[src/rtl/br_pred_pkg.sv]
// Shared core definitions: branch opcode, 2-bit counter encodings and
// helpers reused by the fetch predictor and the execute-stage resolver.
package br_pred_pkg;

   localparam logic [6:0] OP_BRANCH = 7'b1100011;

   typedef logic [1:0] ctr_t;

   localparam ctr_t CTR_SNT = 2'b00;
   localparam ctr_t CTR_WNT = 2'b01;
   localparam ctr_t CTR_WT  = 2'b10;
   localparam ctr_t CTR_ST  = 2'b11;

   function automatic ctr_t ctr_next(input ctr_t ctr, input logic taken);
      ctr_t res;
      if (taken) begin
         res = (ctr == CTR_ST) ? CTR_ST : ctr + 2'd1;
      end else begin
         res = (ctr == CTR_SNT) ? CTR_SNT : ctr - 2'd1;
      end
      return res;
   endfunction

   function automatic logic [63:0] b_imm(input logic [31:0] ir);
      return {{51{ir[31]}}, ir[31], ir[7], ir[30:25], ir[11:8], 1'b0};
   endfunction

endpackage

[src/rtl/br_bht.sv]
// Branch history table: 2-bit counter array, lookup and update read ports,
// and a one-entry pending write register whose value bypasses the array.
module br_bht
   import br_pred_pkg::*;
#(
   parameter int unsigned IDX_W = 6
) (
   input  logic             clk,
   input  logic             rst,
   input  logic [IDX_W-1:0] lk_idx_i,
   output ctr_t             lk_ctr_o,
   input  logic             up_en_i,
   input  logic [IDX_W-1:0] up_idx_i,
   input  logic             up_taken_i,
   output ctr_t             up_ctr_o
);

   localparam int unsigned Entries = 2 ** IDX_W;

   ctr_t             ctr_q [Entries];
   logic             pend_vld_q;
   logic [IDX_W-1:0] pend_idx_q;
   ctr_t             pend_ctr_q;

   always_comb begin
      lk_ctr_o = ctr_q[lk_idx_i];
      if (pend_vld_q && (pend_idx_q == lk_idx_i)) begin
         lk_ctr_o = pend_ctr_q;
      end
   end

   always_comb begin
      up_ctr_o = ctr_q[up_idx_i];
      if (pend_vld_q && (pend_idx_q == up_idx_i)) begin
         up_ctr_o = pend_ctr_q;
      end
   end

   // The update reads through the bypass, so back-to-back updates chain.
   always_ff @(posedge clk or posedge rst) begin
      if (rst) begin
         for (int i = 0; i < int'(Entries); i++) begin
            ctr_q[i] <= CTR_WNT;
         end
         pend_vld_q <= 1'b0;
         pend_idx_q <= '0;
         pend_ctr_q <= CTR_WNT;
      end else begin
         if (pend_vld_q) begin
            ctr_q[pend_idx_q] <= pend_ctr_q;
         end
         pend_vld_q <= up_en_i;
         if (up_en_i) begin
            pend_idx_q <= up_idx_i;
            pend_ctr_q <= ctr_next(up_ctr_o, up_taken_i);
         end
      end
   end

endmodule

[src/rtl/br_pred.sv]
// Bimodal branch predictor for fetch: prediction bit, predicted next PC
// and saturating branch / misprediction statistics.
module br_pred
   import br_pred_pkg::*;
#(
   parameter int unsigned IDX_W = 6,
   parameter int unsigned CNT_W = 32
) (
   input  logic             clk,
   input  logic             rst,
   input  logic [63:0]      if_pc,
   input  logic [31:0]      if_ir,
   output logic             pr_taken,
   output logic [63:0]      pr_addr,
   input  logic             ex_br,
   input  logic [63:0]      ex_pc,
   input  logic             ex_taken,
   input  logic             ex_miss,
   output logic [CNT_W-1:0] br_cnt,
   output logic [CNT_W-1:0] miss_cnt
);

   ctr_t             lk_ctr;
   ctr_t             up_ctr;
   logic             is_br;
   logic [CNT_W-1:0] br_cnt_q, br_cnt_d;
   logic [CNT_W-1:0] miss_cnt_q, miss_cnt_d;
   logic             unused_bits;

   br_bht #(
      .IDX_W (IDX_W)
   ) u_bht (
      .clk        (clk),
      .rst        (rst),
      .lk_idx_i   (if_pc[IDX_W+1:2]),
      .lk_ctr_o   (lk_ctr),
      .up_en_i    (ex_br),
      .up_idx_i   (ex_pc[IDX_W+1:2]),
      .up_taken_i (ex_taken),
      .up_ctr_o   (up_ctr)
   );

   assign unused_bits = ^{up_ctr, if_ir[24:12], ex_pc[63:IDX_W+2], ex_pc[1:0]};

   always_comb begin
      is_br    = (if_ir[6:0] == OP_BRANCH);
      pr_taken = is_br & lk_ctr[1];
      pr_addr  = if_pc + (pr_taken ? b_imm(if_ir) : 64'd4);
   end

   always_comb begin
      br_cnt_d   = br_cnt_q;
      miss_cnt_d = miss_cnt_q;
      if (ex_br && (br_cnt_q != '1)) begin
         br_cnt_d = br_cnt_q + CNT_W'(1);
      end
      if (ex_br && ex_miss && (miss_cnt_q != '1)) begin
         miss_cnt_d = miss_cnt_q + CNT_W'(1);
      end
   end

   always_ff @(posedge clk or posedge rst) begin
      if (rst) begin
         br_cnt_q   <= '0;
         miss_cnt_q <= '0;
      end else begin
         br_cnt_q   <= br_cnt_d;
         miss_cnt_q <= miss_cnt_d;
      end
   end

   assign br_cnt   = br_cnt_q;
   assign miss_cnt = miss_cnt_q;

endmodule

[config.mk]
export PLATFORM = sky130hd
export DESIGN_NAME = br_pred
export DESIGN_NICKNAME = d
export VERILOG_FILES = /design/src/rtl/br_pred_pkg.sv /design/src/rtl/br_bht.sv /design/src/rtl/br_pred.sv
export SDC_FILE = /design/constraint.sdc
export NUM_CORES = 1
export LEC_CHECK = 0
export CORE_MARGIN = 1.5
export CORE_UTILIZATION = 50
export CTS_CLUSTER_SIZE = 24
export DETAILED_ROUTE_END_ITERATION = 7
export PLACE_DENSITY = 0.87
export SYNTH_ARGS = -nofsm -noshare
export SYNTH_HDL_FRONTEND = slang
export SYNTH_SLANG_ARGS = --single-unit
[constraint.sdc]
create_clock -name clk -period 23.7 [get_ports clk]
set_clock_uncertainty 0.1 [all_clocks]
set_input_delay 7.11 -clock clk [delete_from_list [all_inputs] [get_ports clk]]
set_output_delay 7.11 -clock clk [all_outputs]
set_load 0.02 [all_outputs]
==> results_dict.tcl <==
set metrics [dict create \
    vias_per_cell 6.20 \
    max_cap_violations 0 \
    yosysUniqueCellTypes 69 \
    rsz0062_at_grt "no" \
    final_common_cell "clkdlybuf4s50_1" \
    critPathLaunchType "input pin" \
    mostFrequentLayoutCells "218 x clkdlybuf4s50_1, 139 x mux2_2, 136 x dfrtp_1" \
    grt_pass1_vias 11449 \
    grt_max_degree 146 \
    hpwl_um 25800 \
    peakVddDrop_v 0.0000818 \
    nFillCells 2019 \
    yosysSeqAreaShare 0.374 \
    reg2reg_slack_ps 20400 \
    fp.dieH_um 168 \
    cts_resized 0 \
    first_iter_violations 1013 \
    gp_congestion 0.911 \
    synth_cells 1279 \
    relSlewSlack 0.179 \
    synth_nets 1509 \
    critPathKind "in2out" \
    p_leak_nw 7.23 \
    maxSlewViolCount 0 \
    holdCritPathClass "reg2reg" \
    synth.avg_cell_area_um2 10.7 \
    ys_top_cells_by_area "dfrtp_1 25%, dfstp_2 12%, mux2_2 11%" \
    numCtsBuffers 23 \
    die_w_um 168 \
    synth-seq-cells 201 \
    synth.top_cell.area_share 0.249 \
    setup_viol 0 \
    diodes 0 \
    dr.pass1.iters 5 \
    min_period_over_period 0.913 \
    coreArea_mm2 0.0269 \
    fin_nets 1691 \
    power.density_mw_per_mm2 65.8 \
    worst_pin_slew_ps 1230 \
    io_buffers 220 \
    synth_flop_cell "dfrtp_1" \
    vias 11271 \
    post_cts_buffers 0 \
    grt_antenna_before_repair 1 \
    drc 0 \
    finalHoldViolCount 0 \
    drt-total-wl_um 37300 \
    ctsHoldBuffers 0 \
    status "finished clean" \
    clock_path_buffers 3 \
    htree_levels 1 \
    die_area_mm2 0.0283 \
    clk_latency_ps 530 \
    synth_edf_count 0 \
    fin_crit_ps 21630 \
    ys_async_sr_fraction 1.00 \
    drive_gt1_frac 0.221 \
    grt_overflow 0 \
    clock-sinks 201 \
    cts_tree "built" \
    avgRoutedWirePerCell_um 20.5 \
    rows 60 \
    fin_util 0.630 \
    netlist_area_mm2 0.0137 \
    initial_core_util 0.509 \
    tns_ps 0 \
    clk_pin_slew_ps 60 \
    area_growth_pct 23.8 \
    ios 294 \
    cp.required_ps 16490 \
    ant_nets 0 \
    track_usage 0.261 \
    synth_top_area_cell "dfrtp_1" \
    yosys_warnings 0 \
    grt_first_pass_wirelength_um 60000 \
    max_freq_ghz 0.0462 \
    worst_ep_arrival_time_ps 14420 \
    crit_path_end_kind "output pin" \
    critical_path_peak_fanout 52 \
    clockRootBuffer "clkbuf_16" \
]
cell type report:
cell class,instances,area (µm²),area share
Inverter,24,97.6,0.00577
Tap cell,341,427,0.0252
Timing Repair Buffer,225,2230,0.132
Clock inverter,17,273,0.0161
Sequential cell,201,5110,0.302
Clock buffer,25,593,0.0350
Multi-Input combinational cell,986,8190,0.484
cell families (layout without fill, tap and decap cells):
logic type / Yosys count / after routing / share of synthesized area
compound gates: 213 / 213 / 0.101
fa+ha+maj: 66 / 66 / 0.0608
simple gates: 371 / 371 / 0.136
mux: 202 / 202 / 0.215
buf+inv: 92 / 291 / 0.0272
flops: 201 / 201 / 0.374
xor+xnor: 134 / 134 / 0.0864
power by group:
group | internal (mW) | total (mW) | switching (mW)
sequential | 0.418 | 0.472 | 0.0542
clock | 0.250 | 0.403 | 0.153
combinational | 0.128 | 0.238 | 0.109
total | 0.796 | 1.11 | 0.317
Yosys cell counts (4+ instances only):
cell type and number:
xnor2_1 102, nor3b_1 4, nand4_1 30, a41oi_1 5, buf_4 4, mux4_2 59
and2_1 21, clkbuf_1 57, mux2i_1 4, o211ai_1 4, nor4_1 6, a21boi_0 4
a31oi_1 9, dfrtp_1 136, nand2_1 110, o21a_1 4, dfstp_2 65, o21ai_0 37
a21o_1 32, nand3_1 40, nor3_1 13, nor2b_1 7, and3_1 27, inv_1 24
mux2_2 139, o21bai_1 15, xor2_1 31, nand2b_1 16, ha_1 64, o31ai_1 4
and4_1 5, nor2_1 70, a21oi_1 67, nand3b_1 4
stage by stage:
step                cell area [µm²]  worst slack [ps]  power [mW]  cells  hold WS, ps
floorplan                     13700              4360       0.614   1279          391
global placement              16100              2390       0.696   1777          372
detailed placement            16100              2230       0.709   1777          375
CTS                           16900              2160        1.12   1819          389
global route                  16900              1640        1.16   1819          414
finish                        16900              2070        1.11   1819          389
critical path, cell delays in order:
cell and delay [ps]:
clkdlybuf4s50_1 1280, mux4_2 430, mux4_2 260, mux4_2 240
mux2i_1 140, nor4_2 770, and2_4 710, ha_1 450
a21oi_1 290, o21ai_0 150, a31oi_1 200, o21ai_0 150
nand4_1 130, nand2_1 110, a221oi_1 620, o31ai_1 270
a41oi_1 310, xnor2_1 140, clkdlybuf4s50_1 620
flip-flops by register name, indices dropped and copies added, names as in the netlist:
signal / cells
u_bht.ctr_q: 128
br_cnt: 32
miss_cnt: 32
u_bht.pend_idx_q: 6
u_bht.pend_ctr_q: 2
u_bht.pend_vld_q: 1
per-layer routing:
metal	global-route usage	share of wire
met3	0.0576	0.094
met4	0.0668	0.023
met2	0.448	0.48
met5	0	0.00027
met1	0.336	0.40
final timing paths:
path	start	endpoint	cells past startpoint
worst max-delay path	if_pc[3]	pr_addr[49]	19
worst min register to register	br_cnt[22]	br_cnt[22]	1
worst min-delay path	br_cnt[22]	br_cnt[22]	1
max in group asynchronous	rst	u_bht.ctr_q[101]	3
worst max register to register	br_cnt[21]	br_cnt[29]	10
min in group asynchronous	rst	br_cnt[26]	2
Note: power is estimated with default switching activity, not from simulation.
